### src/rtl/cp0_exc_seq_if.sv
// Interface between the MEM-stage exception sequencer, the pipeline and the CP0 register file.
// slave = sequencer side, master = pipeline/CP0 side.
interface cp0_exc_seq_if;
    logic        mem_valid_i;
    logic [31:0] mem_pc_i;
    logic        mem_in_ds_i;
    logic [4:0]  mem_exc_i;
    logic [31:0] status_i;
    logic [31:0] cause_i;
    logic [31:0] epc_i;
    logic        pipe_we_i;
    logic [4:0]  pipe_waddr_i;
    logic [31:0] pipe_wdata_i;
    logic        cp0_we_o;
    logic [4:0]  cp0_waddr_o;
    logic [31:0] cp0_wdata_o;
    logic        stall_o;
    logic        flush_o;
    logic [31:0] new_pc_o;
    logic [4:0]  exc_code_o;
    logic        busy_o;

    modport slave (
        input  mem_valid_i, mem_pc_i, mem_in_ds_i, mem_exc_i,
        input  status_i, cause_i, epc_i,
        input  pipe_we_i, pipe_waddr_i, pipe_wdata_i,
        output cp0_we_o, cp0_waddr_o, cp0_wdata_o,
        output stall_o, flush_o, new_pc_o, exc_code_o, busy_o
    );

    modport master (
        output mem_valid_i, mem_pc_i, mem_in_ds_i, mem_exc_i,
        output status_i, cause_i, epc_i,
        output pipe_we_i, pipe_waddr_i, pipe_wdata_i,
        input  cp0_we_o, cp0_waddr_o, cp0_wdata_o,
        input  stall_o, flush_o, new_pc_o, exc_code_o, busy_o
    );
endinterface

### src/rtl/cp0_exc_seq.sv
// CP0 exception/interrupt sequencer: writes EPC, CAUSE, STATUS then flushes to the handler (4 cycles), or STATUS then EPC (eret, 2 cycles).
// Stalls the pipeline from accept through redirect; mtc0 writes pass straight through only while idle.
module cp0_exc_seq #(
    parameter logic [31:0] HANDLER_PC  = 32'h0000_0020,
    parameter logic [4:0]  ADDR_STATUS = 5'd12,
    parameter logic [4:0]  ADDR_CAUSE  = 5'd13,
    parameter logic [4:0]  ADDR_EPC    = 5'd14
) (
    input  logic          clk,
    input  logic          rst,
    cp0_exc_seq_if.slave  bus
);

    typedef enum logic [2:0] {
        IDLE,
        W_EPC,
        W_CAUSE,
        W_STATUS,
        REDIRECT
    } state_t;

    state_t      state_q, state_d;
    logic [31:0] epc_val_q, epc_val_d;
    logic [31:0] status_q, status_d;
    logic [31:0] epc_q, epc_d;
    logic [25:0] cause_q, cause_d;    // {cause[30:7], cause[1:0]}; BD and ExcCode are rebuilt
    logic [4:0]  code_q, code_d;
    logic        bd_q, bd_d;
    logic        eret_q, eret_d;

    logic        int_p, exc_hit, accept, sel_eret;
    logic [4:0]  sel_code;

    logic        we_c, stall_c, flush_c;
    logic [4:0]  waddr_c;
    logic [31:0] wdata_c, new_pc_c;

    // Event decode; the interrupt outranks every instruction flag, eret is last.
    always_comb begin
        int_p    = bus.status_i[0] & ~bus.status_i[1]
                 & (|(bus.cause_i[15:8] & bus.status_i[15:8]));
        exc_hit  = bus.mem_valid_i & (|bus.mem_exc_i);
        accept   = (state_q == IDLE) & (int_p | exc_hit);
        sel_eret = 1'b0;
        sel_code = 5'h00;
        if (int_p)                 sel_code = 5'h00;
        else if (bus.mem_exc_i[1]) sel_code = 5'h0A;
        else if (bus.mem_exc_i[2]) sel_code = 5'h0C;
        else if (bus.mem_exc_i[3]) sel_code = 5'h0D;
        else if (bus.mem_exc_i[0]) sel_code = 5'h08;
        else                       sel_eret = 1'b1;
    end

    always_comb begin
        state_d   = state_q;
        epc_val_d = epc_val_q;
        status_d  = status_q;
        epc_d     = epc_q;
        cause_d   = cause_q;
        code_d    = code_q;
        bd_d      = bd_q;
        eret_d    = eret_q;
        we_c      = 1'b0;
        waddr_c   = '0;
        wdata_c   = '0;
        stall_c   = 1'b0;
        flush_c   = 1'b0;
        new_pc_c  = '0;
        unique case (state_q)
            IDLE: begin
                we_c    = bus.pipe_we_i;
                waddr_c = bus.pipe_waddr_i;
                wdata_c = bus.pipe_wdata_i;
                if (accept) begin
                    // The pipeline is about to be flushed, so its mtc0 is dropped.
                    we_c      = 1'b0;
                    stall_c   = 1'b1;
                    epc_val_d = bus.mem_in_ds_i ? (bus.mem_pc_i - 32'd4) : bus.mem_pc_i;
                    bd_d      = bus.mem_in_ds_i;
                    status_d  = bus.status_i;
                    cause_d   = {bus.cause_i[30:7], bus.cause_i[1:0]};
                    epc_d     = bus.epc_i;
                    eret_d    = sel_eret;
                    if (!sel_eret) code_d = sel_code;
                    state_d   = sel_eret ? W_STATUS : W_EPC;
                end
            end
            W_EPC: begin
                we_c    = 1'b1;
                waddr_c = ADDR_EPC;
                wdata_c = epc_val_q;
                stall_c = 1'b1;
                state_d = W_CAUSE;
            end
            W_CAUSE: begin
                we_c    = 1'b1;
                waddr_c = ADDR_CAUSE;
                wdata_c = {bd_q, cause_q[25:2], code_q, cause_q[1:0]};
                stall_c = 1'b1;
                state_d = W_STATUS;
            end
            W_STATUS: begin
                we_c    = 1'b1;
                waddr_c = ADDR_STATUS;
                wdata_c = eret_q ? (status_q & ~32'h2) : (status_q | 32'h2);
                stall_c = 1'b1;
                state_d = REDIRECT;
            end
            REDIRECT: begin
                stall_c  = 1'b1;
                flush_c  = 1'b1;
                new_pc_c = eret_q ? epc_q : HANDLER_PC;
                state_d  = IDLE;
            end
            default: state_d = IDLE;
        endcase
    end

    always_ff @(posedge clk or negedge rst) begin
        if (!rst) begin
            state_q   <= IDLE;
            epc_val_q <= '0;
            status_q  <= '0;
            epc_q     <= '0;
            cause_q   <= '0;
            code_q    <= '0;
            bd_q      <= 1'b0;
            eret_q    <= 1'b0;
        end else begin
            state_q   <= state_d;
            epc_val_q <= epc_val_d;
            status_q  <= status_d;
            epc_q     <= epc_d;
            cause_q   <= cause_d;
            code_q    <= code_d;
            bd_q      <= bd_d;
            eret_q    <= eret_d;
        end
    end

    assign bus.cp0_we_o    = we_c;
    assign bus.cp0_waddr_o = waddr_c;
    assign bus.cp0_wdata_o = wdata_c;
    assign bus.stall_o     = stall_c;
    assign bus.flush_o     = flush_c;
    assign bus.new_pc_o    = new_pc_c;
    assign bus.exc_code_o  = code_q;
    assign bus.busy_o      = (state_q != IDLE);

endmodule

### src/flat_wrapper.sv
// flat-port wrapper written by rule: the top's interface ports become plain ports
module cp0_exc_seq_flat 
#(
    parameter logic [31:0] HANDLER_PC  = 32'h0000_0020,
    parameter logic [4:0]  ADDR_STATUS = 5'd12,
    parameter logic [4:0]  ADDR_CAUSE  = 5'd13,
    parameter logic [4:0]  ADDR_EPC    = 5'd14
)
  (clk, rst, bus_mem_valid_i, bus_mem_pc_i, bus_mem_in_ds_i, bus_mem_exc_i, bus_status_i, bus_cause_i, bus_epc_i, bus_pipe_we_i, bus_pipe_waddr_i, bus_pipe_wdata_i, bus_cp0_we_o, bus_cp0_waddr_o, bus_cp0_wdata_o, bus_stall_o, bus_flush_o, bus_new_pc_o, bus_exc_code_o, bus_busy_o);
  cp0_exc_seq_if bus_i ();
  input  logic clk;
  input  logic rst;
  input wire logic [$bits(bus_i.mem_valid_i)-1:0] bus_mem_valid_i;
  input wire logic [$bits(bus_i.mem_pc_i)-1:0] bus_mem_pc_i;
  input wire logic [$bits(bus_i.mem_in_ds_i)-1:0] bus_mem_in_ds_i;
  input wire logic [$bits(bus_i.mem_exc_i)-1:0] bus_mem_exc_i;
  input wire logic [$bits(bus_i.status_i)-1:0] bus_status_i;
  input wire logic [$bits(bus_i.cause_i)-1:0] bus_cause_i;
  input wire logic [$bits(bus_i.epc_i)-1:0] bus_epc_i;
  input wire logic [$bits(bus_i.pipe_we_i)-1:0] bus_pipe_we_i;
  input wire logic [$bits(bus_i.pipe_waddr_i)-1:0] bus_pipe_waddr_i;
  input wire logic [$bits(bus_i.pipe_wdata_i)-1:0] bus_pipe_wdata_i;
  output wire logic [$bits(bus_i.cp0_we_o)-1:0] bus_cp0_we_o;
  output wire logic [$bits(bus_i.cp0_waddr_o)-1:0] bus_cp0_waddr_o;
  output wire logic [$bits(bus_i.cp0_wdata_o)-1:0] bus_cp0_wdata_o;
  output wire logic [$bits(bus_i.stall_o)-1:0] bus_stall_o;
  output wire logic [$bits(bus_i.flush_o)-1:0] bus_flush_o;
  output wire logic [$bits(bus_i.new_pc_o)-1:0] bus_new_pc_o;
  output wire logic [$bits(bus_i.exc_code_o)-1:0] bus_exc_code_o;
  output wire logic [$bits(bus_i.busy_o)-1:0] bus_busy_o;
  assign bus_i.mem_valid_i = bus_mem_valid_i;
  assign bus_i.mem_pc_i = bus_mem_pc_i;
  assign bus_i.mem_in_ds_i = bus_mem_in_ds_i;
  assign bus_i.mem_exc_i = bus_mem_exc_i;
  assign bus_i.status_i = bus_status_i;
  assign bus_i.cause_i = bus_cause_i;
  assign bus_i.epc_i = bus_epc_i;
  assign bus_i.pipe_we_i = bus_pipe_we_i;
  assign bus_i.pipe_waddr_i = bus_pipe_waddr_i;
  assign bus_i.pipe_wdata_i = bus_pipe_wdata_i;
  assign bus_cp0_we_o = bus_i.cp0_we_o;
  assign bus_cp0_waddr_o = bus_i.cp0_waddr_o;
  assign bus_cp0_wdata_o = bus_i.cp0_wdata_o;
  assign bus_stall_o = bus_i.stall_o;
  assign bus_flush_o = bus_i.flush_o;
  assign bus_new_pc_o = bus_i.new_pc_o;
  assign bus_exc_code_o = bus_i.exc_code_o;
  assign bus_busy_o = bus_i.busy_o;
  cp0_exc_seq #(.HANDLER_PC(HANDLER_PC), .ADDR_STATUS(ADDR_STATUS), .ADDR_CAUSE(ADDR_CAUSE), .ADDR_EPC(ADDR_EPC)) u_core (.clk(clk), .rst(rst), .bus(bus_i));
endmodule
### config.mk
export PLATFORM = sky130hd
export DESIGN_NAME = cp0_exc_seq_flat
export DESIGN_NICKNAME = d
export VERILOG_FILES = /design/src/rtl/cp0_exc_seq_if.sv /design/src/rtl/cp0_exc_seq.sv /design/src/flat_wrapper.sv
export SDC_FILE = /design/constraint.sdc
export NUM_CORES = 1
export LEC_CHECK = 0
export CAP_MARGIN = 20
export CORE_MARGIN = 2
export CORE_UTILIZATION = 48
export DETAILED_ROUTE_END_ITERATION = 16
export PLACE_DENSITY_LB_ADDON = 0.1
export SLEW_MARGIN = 20
export SYNTH_ARGS = -nofsm -noshare
export SYNTH_HDL_FRONTEND = slang
export SYNTH_SLANG_ARGS = --single-unit
### constraint.sdc
create_clock -name clk -period 3.3 [get_ports clk]
set_input_delay 0.33 -clock clk [delete_from_list [all_inputs] [get_ports clk]]
set_output_delay 0.33 -clock clk [all_outputs]
set_load 0.05 [all_outputs]
==> key figures, run 1 <==
Place
  • Port Buf Inserts: 245
  • Total half-perimeter wirelength after legalization and detailed placement: 14.1 mm
  • Final estimated routing congestion in global placement: 0.929
  • Placed Instances: 985

Timing
  • Achievable clock frequency: 0.337 GHz
  • Final critical-path required period: 2.96 ns
  • Measured slew at the worst slew-check pin: 0.725 ns
  • Worst relative slew slack: 51.7%
  • Unrepaired setup endpoints after global routing: no
  • Share of the clock period used by the worst path: 89.8%
  • Final setup fails: 0
  • Fin. max-slew vios: 0
  • Worst Clk Skew: 0.0128 ns
  • Final total negative setup slack: 0 ns
  • Count of endpoints failing hold in the final timing report: 0

Cells and area
  • Total inserted antenna cells: 0
  • Filler-free cell count of the finished design: 1018
  • Most common cell after layout, fill and taps aside: sky130_fd_sc_hd__clkdlybuf4s50_1
  • Fin nets: 1005
  • Share of final-layout standard cells stronger than drive strength 1: 21.3%
  • Syn-to-layout area delta: 46.7%
  • Final standard cell utilization of the core: 72.4%
  • Commonest cells after routing, fill and taps aside: sky130_fd_sc_hd__clkdlybuf4s50_1, sky130_fd_sc_hd__dfrtp_1, sky130_fd_sc_hd__mux2_2, sky130_fd_sc_hd__a22oi_1, sky130_fd_sc_hd__nor2_1

Critical path
  • Type of destination of the critical path: output pin
  • Cells traversed along the worst timing path: clkdlybuf4s50_1 -> or4_4 -> o21ai_4 -> nand2_1 -> nor2_1 -> a21oi_1 -> clkdlybuf4s50_1
  • Data arrival time of the worst path: 2.63 ns
  • Max stage delay on crit path: 0.73 ns
  • Type of origin of the critical path: input pin
  • Source of the critical timing path: bus_mem_exc_i[1]
  • Worst Path Class, Setup: in2out
  • Worst-path cell with the longest stage delay: sky130_fd_sc_hd__clkdlybuf4s50_1
  • Worst-path maximum fanout: 4
  • Most used cell, CP: sky130_fd_sc_hd__clkdlybuf4s50_1
  • Reg-to-reg critical path startpoint: u_core.state_q[1]$_DFFE_PN0P_
  • Worst EP required: 2.97 ns

Min path
  • Hold Startpoint: bus_epc_i[5]
  • Class of the worst hold path: in2reg

Die
  • Die footprint: 0.0147 sq mm
  • Initial cell density of the core: 49.4%
  • Boundary Pins: 253
  • Cell Rows: 42
  • Die Wd: 121 microns
  • Die span in y: 121 microns
  • Area of the placeable core: 0.0133 sq mm

CTS
  • Number of buffers on the longest clock path: 2
  • Post-CTS clock slew at the launch and capture registers of the worst setup and hold paths: 0.05 ns
  • Number of sinks on the clock net: 130
  • Clock latency on the worst-skew pair: 0.43 ns
  • Clock tree from TritonCTS: done
  • Number of buffers created by CTS: 17
  • Clock H-tree levels: 4
  • Clock root buffer master: sky130_fd_sc_hd__clkbuf_16

Global routing
  • First-pass GRT wire length: 30.3 mm
  • GR Overflow Total: 0
  • Vias in the first global route: 5752
  • Pin count of the biggest net entering global routing: 96
  • Total routing usage reported by global routing: 27.1%
  • Number of antenna violations at the first check in global routing: 0

Synthesis
  • Simple logic cell fraction of the synthesized area: 14.9%
  • Cells after Synth: 594
  • Top cells by area, synth: sky130_fd_sc_hd__dfrtp_1, sky130_fd_sc_hd__mux2_2, sky130_fd_sc_hd__a22oi_1
  • Number of flip-flops and latches in the synthesized netlist: 130
  • Cell Area, Synth: 0.00659 sq mm
  • Number of enable flip-flop cells after synthesis: 0
  • Post-synthesis average cell area: 11.1 sq um
  • Share of flip-flops with an asynchronous set or reset after synthesis: 100%
  • Xor/xnor share of the synthesized area: 3.59%
  • Syn nets: 770
  • Count of different cell masters after synthesis: 51
  • Synth Flop Type: sky130_fd_sc_hd__dfrtp_1
  • Area fraction in compound gates after synthesis: 12.2%
  • Area share of the largest cell type after synthesis: 49.4%
  • Mux contribution to synthesized area: 15.9%
  • Library cell with the largest summed area after synthesis: sky130_fd_sc_hd__dfrtp_1
  • Largest family of logic cells by synthesized area: multiplexers
  • Proportion of synthesized chip area in sequential cells: 49.4%
  • Warnings, synthesis: 0
  • Post-synthesis share of cell area spent on full adders, half adders and majority gates: 0.190%

Pwr
  • Share of total power consumed by net switching: 44.9%
  • VDD IR max: 0.588 mV
  • Clock network fraction of total power: 18.6%
  • PD cells: 1070 mW/mm^2
  • Proportion of power drawn by flip-flops and latches: 28.2%
  • Combinational cell fraction of total power: 53.2%
  • Switching power: 4.62 mW
  • Leak pwr: 3.91 nW
  • Int Pwr: 5.68 mW

Routing
  • Initial detailed-routing violation count: 468
  • Number of detailed-route iterations in the first pass: 8
  • Number of antenna-violating nets in the routed design: 0
  • Final routed wirelength across all metal layers: 19.3 mm
  • DRC violations left: 0
  • Average wire per standard cell: 19.0 microns
  • Overall via count from detail_route: 5579
  • Ratio of routed vias to standard cells: 5.48

Outcome
  • Status: finished clean

Job
  • Max-Cap Viols: 0
[flip-flops by register name, summed over array words and instances (netlist names)]
register               cells
u_core.bd_q                1
u_core.bus.exc_code_o      4
u_core.cause_q            26
u_core.epc_q              32
u_core.epc_val_q          32
u_core.eret_q              1
u_core.state_q             3
u_core.status_q           31
[power by group through the flow]
stage	clock (mW)	combinational, mW	sequential [mW]
after detailed placement	0	5.47	2.92
after global routing	2.03	5.83	3.00
final	1.92	5.48	2.90
after floorplan	0	3.87	2.79
after global placement	0	5.38	2.85
after CTS	1.93	5.51	2.89
[cells in the mapped netlist (3+ instances only)]
cell                       number
sky130_fd_sc_hd__nor2_1        55
sky130_fd_sc_hd__clkbuf_1      18
sky130_fd_sc_hd__nor3_2         3
sky130_fd_sc_hd__buf_6          5
sky130_fd_sc_hd__xnor2_1       25
sky130_fd_sc_hd__o21a_1         3
sky130_fd_sc_hd__nor3_1         8
sky130_fd_sc_hd__nor4_1        10
sky130_fd_sc_hd__buf_4          4
sky130_fd_sc_hd__a31oi_1        3
sky130_fd_sc_hd__nand2b_1       3
sky130_fd_sc_hd__a22oi_1       65
sky130_fd_sc_hd__a21oi_1       29
sky130_fd_sc_hd__inv_1          3
sky130_fd_sc_hd__buf_2         11
sky130_fd_sc_hd__and2_1        34
sky130_fd_sc_hd__nand2_1       44
sky130_fd_sc_hd__nor4_4         3
sky130_fd_sc_hd__or3_1          7
sky130_fd_sc_hd__dfrtp_1      130
sky130_fd_sc_hd__mux2_1         5
sky130_fd_sc_hd__mux2_2        88
[cells by family (layout without fill, tap and decap cells)]
family | count (synthesis) | after routing
and+or+nand+nor | 185 | 185
xor gates and xnor gates | 27 | 27
AOI/OAI and AO/OA | 114 | 114
DFF | 130 | 130
adders and majority gates | 1 | 1
other | 1 | 1
muxes | 93 | 93
buffers and inverters | 43 | 291
[routing by layer]
layer | track usage (%) | part of all wire [%]
met5 | 0 | 0
met4 | 10.9 | 2.9
met3 | 7.66 | 7.9
met2 | 43.6 | 49
met1 | 34.6 | 40
[worst paths after layout]
check	end	slack, ns	depth (start not counted)
min	u_core.epc_q[5]$_DFFE_PN0P_	0.47	3
min reg2reg	u_core.status_q[16]$_DFFE_PN0P_	0.49	1
max in group asynchronous	u_core.epc_val_q[16]$_DFFE_PN0P_	1.94	3
min in group asynchronous	u_core.epc_q[23]$_DFFE_PN0P_	0.49	2
max reg2reg	u_core.epc_q[19]$_DFFE_PN0P_	0.93	6
max	bus_stall_o	0.34	7
[stage by stage]
step / hold WS, ns / area [sq um] / power, mW / setup WS [ns]
3_3_place_gp: 0.403 / 9050 / 8.23 / 0.394
2_1_floorplan: 0.0344 / 6590 / 6.66 / 0.580
6_report: 0.468 / 9670 / 10.3 / 0.335
3_5_place_dp: 0.406 / 9050 / 8.39 / 0.358
5_1_grt: 0.502 / 9670 / 10.9 / 0.252
4_1_cts: 0.458 / 9670 / 10.3 / 0.352
[final cells by class]
type / instances / area (sq um)
sequential: 130 / 3250
inverter: 4 / 15.0
clock buffer: 19 / 443
timing repair buffer: 255 / 2480
multi-input combinational: 421 / 3100
clock inverter: 13 / 161
tap: 176 / 220
fill: 977 / 3680
[critical path, delay by kind of cell]
kind            cells  cell delay (ns)
simple gates        3             0.82
compound gates      2             0.28
buf+inv             2             1.19
[timing repair]
item / 4_1_cts / 5_1_grt
gates resized for setup: 0 / 0
hold buffers: 1 / 0
endpoints found under the hold margin: 76 / 0
buffers inserted: 0 / 0
setup endpoints to repair: 0 / 0
No activity file was read; power rests on OpenSTA's default activity.
==> run 2, diff against run 1 <==
- ABC_AREA: unset -> 1
- CORE_UTILIZATION: 48 -> 49
- HOLD_SLACK_MARGIN: unset -> 0.12
- RECOVER_POWER: unset -> 100
==> key figures, run 2 <==
Job
  • Max-Cap Viols: 1 (was 0)

Timing
  • Final setup fails: 0 (unchanged)
  • Measured slew at the worst slew-check pin: 1.78 ns (was 0.725 ns)
  • Share of the clock period used by the worst path: 90.9% (was 89.8%)
  • Final critical-path required period: 3.00 ns (was 2.96 ns)
  • Achievable clock frequency: 0.333 GHz (was 0.337 GHz)
  • Worst hold slack: 0.443 ns (was 0.468 ns)
  • Worst relative slew slack: -18.7% (was 51.7%)
  • Final total negative setup slack: 0 ns (unchanged)
  • Fin. max-slew vios: 72 (was 0)
  • Unrepaired setup endpoints after global routing: no (unchanged)
  • Count of endpoints failing hold in the final timing report: 0 (unchanged)
  • Worst Clk Skew: 0.00445 ns (was 0.0128 ns)

Routing
  • Initial detailed-routing violation count: 634 (was 468)
  • Number of antenna-violating nets in the routed design: 0 (unchanged)
  • Average wire per standard cell: 15.8 microns (was 19.0 microns)
  • Final routed wirelength across all metal layers: 22.8 mm (was 19.3 mm)
  • Ratio of routed vias to standard cells: 5.11 (was 5.48)
  • DRC violations left: 0 (unchanged)
  • Overall via count from detail_route: 7380 (was 5579)
  • Number of detailed-route iterations in the first pass: 5 (was 8)

Synthesis
  • Cell Area, Synth: 0.00701 sq mm (was 0.00659 sq mm)
  • Cells after Synth: 1020 (was 594)
  • Post-synthesis average cell area: 6.87 sq um (was 11.1 sq um)
  • Top cells by count, synth: sky130_fd_sc_hd__nand2_1, sky130_fd_sc_hd__dfrtp_1, sky130_fd_sc_hd__nor2_1 (was sky130_fd_sc_hd__dfrtp_1, sky130_fd_sc_hd__mux2_2, sky130_fd_sc_hd__a22oi_1)
  • Number of flip-flops and latches in the synthesized netlist: 130 (unchanged)
  • Share of flip-flops with an asynchronous set or reset after synthesis: 100% (unchanged)
  • Most numerous cell in the Yosys netlist: sky130_fd_sc_hd__nand2_1 (was sky130_fd_sc_hd__dfrtp_1)
  • Proportion of synthesized chip area in sequential cells: 46.4% (was 49.4%)
  • Top cells by area, synth: sky130_fd_sc_hd__dfrtp_1, sky130_fd_sc_hd__nand2_1, sky130_fd_sc_hd__nand3_1 (was sky130_fd_sc_hd__dfrtp_1, sky130_fd_sc_hd__mux2_2, sky130_fd_sc_hd__a22oi_1)
  • Area share of the largest cell type after synthesis: 46.4% (was 49.4%)
  • Count of different cell masters after synthesis: 27 (was 51)
  • Library cell with the largest summed area after synthesis: sky130_fd_sc_hd__dfrtp_1 (unchanged)
  • Syn nets: 1196 (was 770)
  • Warnings, synthesis: 0 (unchanged)
  • Number of enable flip-flop cells after synthesis: 0 (unchanged)
  • Synth Flop Type: sky130_fd_sc_hd__dfrtp_1 (unchanged)

Global routing
  • First-pass GRT wire length: 35.2 mm (was 30.3 mm)
  • Total routing usage reported by global routing: 30.1% (was 27.1%)
  • Number of antenna violations at the first check in global routing: 3 (was 0)
  • Vias in the first global route: 6806 (was 5752)
  • GR Overflow Total: 0 (unchanged)
  • Pin count of the biggest net entering global routing: 90 (was 96)

CTS
  • Clock tree from TritonCTS: done (unchanged)
  • Number of sinks on the clock net: 130 (unchanged)
  • Clock H-tree levels: 4 (unchanged)
  • Post-CTS Resized: 0 (unchanged)
  • Number of buffers created by CTS: 17 (unchanged)
  • Post-CTS clock slew at the launch and capture registers of the worst setup and hold paths: 0.06 ns (was 0.05 ns)
  • Hold Buf Count CTS: 1 (unchanged)
  • Clock root buffer master: sky130_fd_sc_hd__clkbuf_16 (unchanged)
  • Number of buffers on the longest clock path: 2 (unchanged)
  • Post-CTS setup repair buffer count: 0 (unchanged)
  • Clock latency on the worst-skew pair: 0.41 ns (was 0.43 ns)

Critical path
  • Type of origin of the critical path: register (was input pin)
  • Worst-path maximum fanout: 25 (was 4)
  • Cells traversed along the worst timing path: nor2_2 -> inv_1 -> nor2_8 -> clkbuf_2 -> nand2_1 -> nand4_1 -> clkbuf_2 (was clkdlybuf4s50_1 -> or4_4 -> o21ai_4 -> nand2_1 -> nor2_1 -> a21oi_1 -> clkdlybuf4s50_1)
  • Worst EP required: 2.97 ns (about the same)
  • Worst Path Class, Setup: reg2out (was in2out)
  • Worst-path cell with the longest stage delay: sky130_fd_sc_hd__dfrtp_1 (was sky130_fd_sc_hd__clkdlybuf4s50_1)
  • Most used cell, CP: sky130_fd_sc_hd__clkbuf_2 (was sky130_fd_sc_hd__clkdlybuf4s50_1)
  • Data arrival time of the worst path: 2.67 ns (was 2.63 ns)
  • Max stage delay on crit path: 0.59 ns (was 0.73 ns)
  • Type of destination of the critical path: output pin (unchanged)

Die
  • Die Wd: 124 microns (was 121 microns)
  • Initial cell density of the core: 50.3% (was 49.4%)
  • Die footprint: 0.0153 sq mm (was 0.0147 sq mm)
  • Cell Rows: 43 (was 42)
  • Area of the placeable core: 0.0139 sq mm (was 0.0133 sq mm)
  • Die span in y: 124 microns (was 121 microns)
  • Boundary Pins: 253 (unchanged)

Cells and area
  • Syn-to-layout area delta: 42.7% (was 46.7%)
  • Commonest cells after routing, fill and taps aside: sky130_fd_sc_hd__nand2_1, sky130_fd_sc_hd__clkdlybuf4s50_1, sky130_fd_sc_hd__dfrtp_1, sky130_fd_sc_hd__nor2_1, sky130_fd_sc_hd__nand3_1 (was sky130_fd_sc_hd__clkdlybuf4s50_1, sky130_fd_sc_hd__dfrtp_1, sky130_fd_sc_hd__mux2_2, sky130_fd_sc_hd__a22oi_1, sky130_fd_sc_hd__nor2_1)
  • Fill cells: 1132 (was 977)
  • Most common cell after layout, fill and taps aside: sky130_fd_sc_hd__nand2_1 (was sky130_fd_sc_hd__clkdlybuf4s50_1)
  • Share of final-layout standard cells stronger than drive strength 1: 7.36% (was 21.3%)
  • Fin nets: 1426 (was 1005)
  • Leading registers by flop count: u_core.epc_q x32, u_core.epc_val_q x32, u_core.status_q x31 (unchanged)

Outcome
  • Status: finished, violations left (was finished clean)
  • Violations in the final reports: capacitance limit, slew limit

Pwr
  • Leak pwr: 4.86 nW (was 3.91 nW)
  • PD cells: 1020 mW/mm^2 (was 1070 mW/mm^2)
  • VDD IR max: 0.517 mV (was 0.588 mV)

Place
  • Port Buf Inserts: 245 (unchanged)
  • Total half-perimeter wirelength after legalization and detailed placement: 16.1 mm (was 14.1 mm)
  • Final estimated routing congestion in global placement: 0.900 (was 0.929)

Min path
  • Class of the worst hold path: in2reg (unchanged)
run 2: power by group:
group | leakage [nW] | internal (mW) | switching, mW
sequential | 1.61 | 2.37 | 0.490
clock | 0.281 | 1.21 | 0.715
combinational | 2.97 | 1.75 | 3.70
total | 4.86 | 5.33 | 4.90
run 2: metal layers:
layer  up-vias  global-route usage, %  part of all wire, %
met3        37                   6.91                  7.7
met5         -                      0                0.035
met2       283                   46.5                   46
li1       3649                      -                    -
met4         2                   11.0                  1.9
met1      3409                   41.8                   45
run 2: critical path: cells and delay by family (launching register included):
family                 cells  cell delay [ns]
buffers and inverters      3             1.03
and+or+nand+nor            4             0.63
DFF                        1             0.59
run 2: final cells by class:
| type | instances | area, sq um | share of cell area (%) |
|---|---|---|---|
| multi-input combinational | 792 | 3310 | 33.1 |
| inverter | 47 | 176 | 1.76 |
| clock inverter | 13 | 160 | 1.60 |
| antenna | 1 | 2.50 | 0.0250 |
| sequential | 130 | 3250 | 32.5 |
| clock buffer | 19 | 443 | 4.43 |
| tap | 180 | 225 | 2.25 |
| timing repair buffer | 262 | 2420 | 24.2 |
run 2: cells by family (layout without fill, tap and decap cells):
family                   Yosys count  after routing  synth area share (%)
adder cells (fa/ha/maj)            1              1                 0.178
other                              1              2                0.0535
flip-flops                       130            130                  46.4
buffers and inverters             98            341                  6.28
AO/OA/AOI/OAI                     38             38                  3.18
AND/OR/NAND/NOR                  741            741                  42.5
XOR/XNOR                          11             11                  1.37
run 2: path summary, 6_finish.rpt:
| check | startpoint | to | slack (ns) | cells after the start |
|---|---|---|---|---|
| setup / recovery | u_core.state_q[1]$_DFFE_PN0P_ | bus_cp0_wdata_o[23] | 0.30 | 7 |
| hold / removal | bus_epc_i[24] | u_core.epc_q[24]$_DFFE_PN0P_ | 0.44 | 3 |
| setup reg to reg | u_core.state_q[1]$_DFFE_PN0P_ | u_core.epc_val_q[15]$_DFFE_PN0P_ | 0.62 | 6 |
| hold reg to reg | u_core.status_q[23]$_DFFE_PN0P_ | u_core.status_q[23]$_DFFE_PN0P_ | 0.48 | 2 |
| max in group asynchronous | rst | u_core.cause_q[21]$_DFFE_PN0P_ | 0.98 | 3 |
| min in group asynchronous | rst | u_core.cause_q[14]$_DFFE_PN0P_ | 0.90 | 2 |
run 2: metrics by stage:
stage               worst slack (ns)  power [mW]  area [sq um]  std cells  util, %
finish                         0.301        10.2         10000       1444     71.8
global placement               0.725        8.96          9830       1410     70.5
detailed placement             0.718        9.06          9830       1410     70.5
global route                   0.200        10.8         10000       1443     71.8
CTS                            0.521        11.0         10400       1443     74.9
floorplan                      0.489        6.32          7010       1020        -
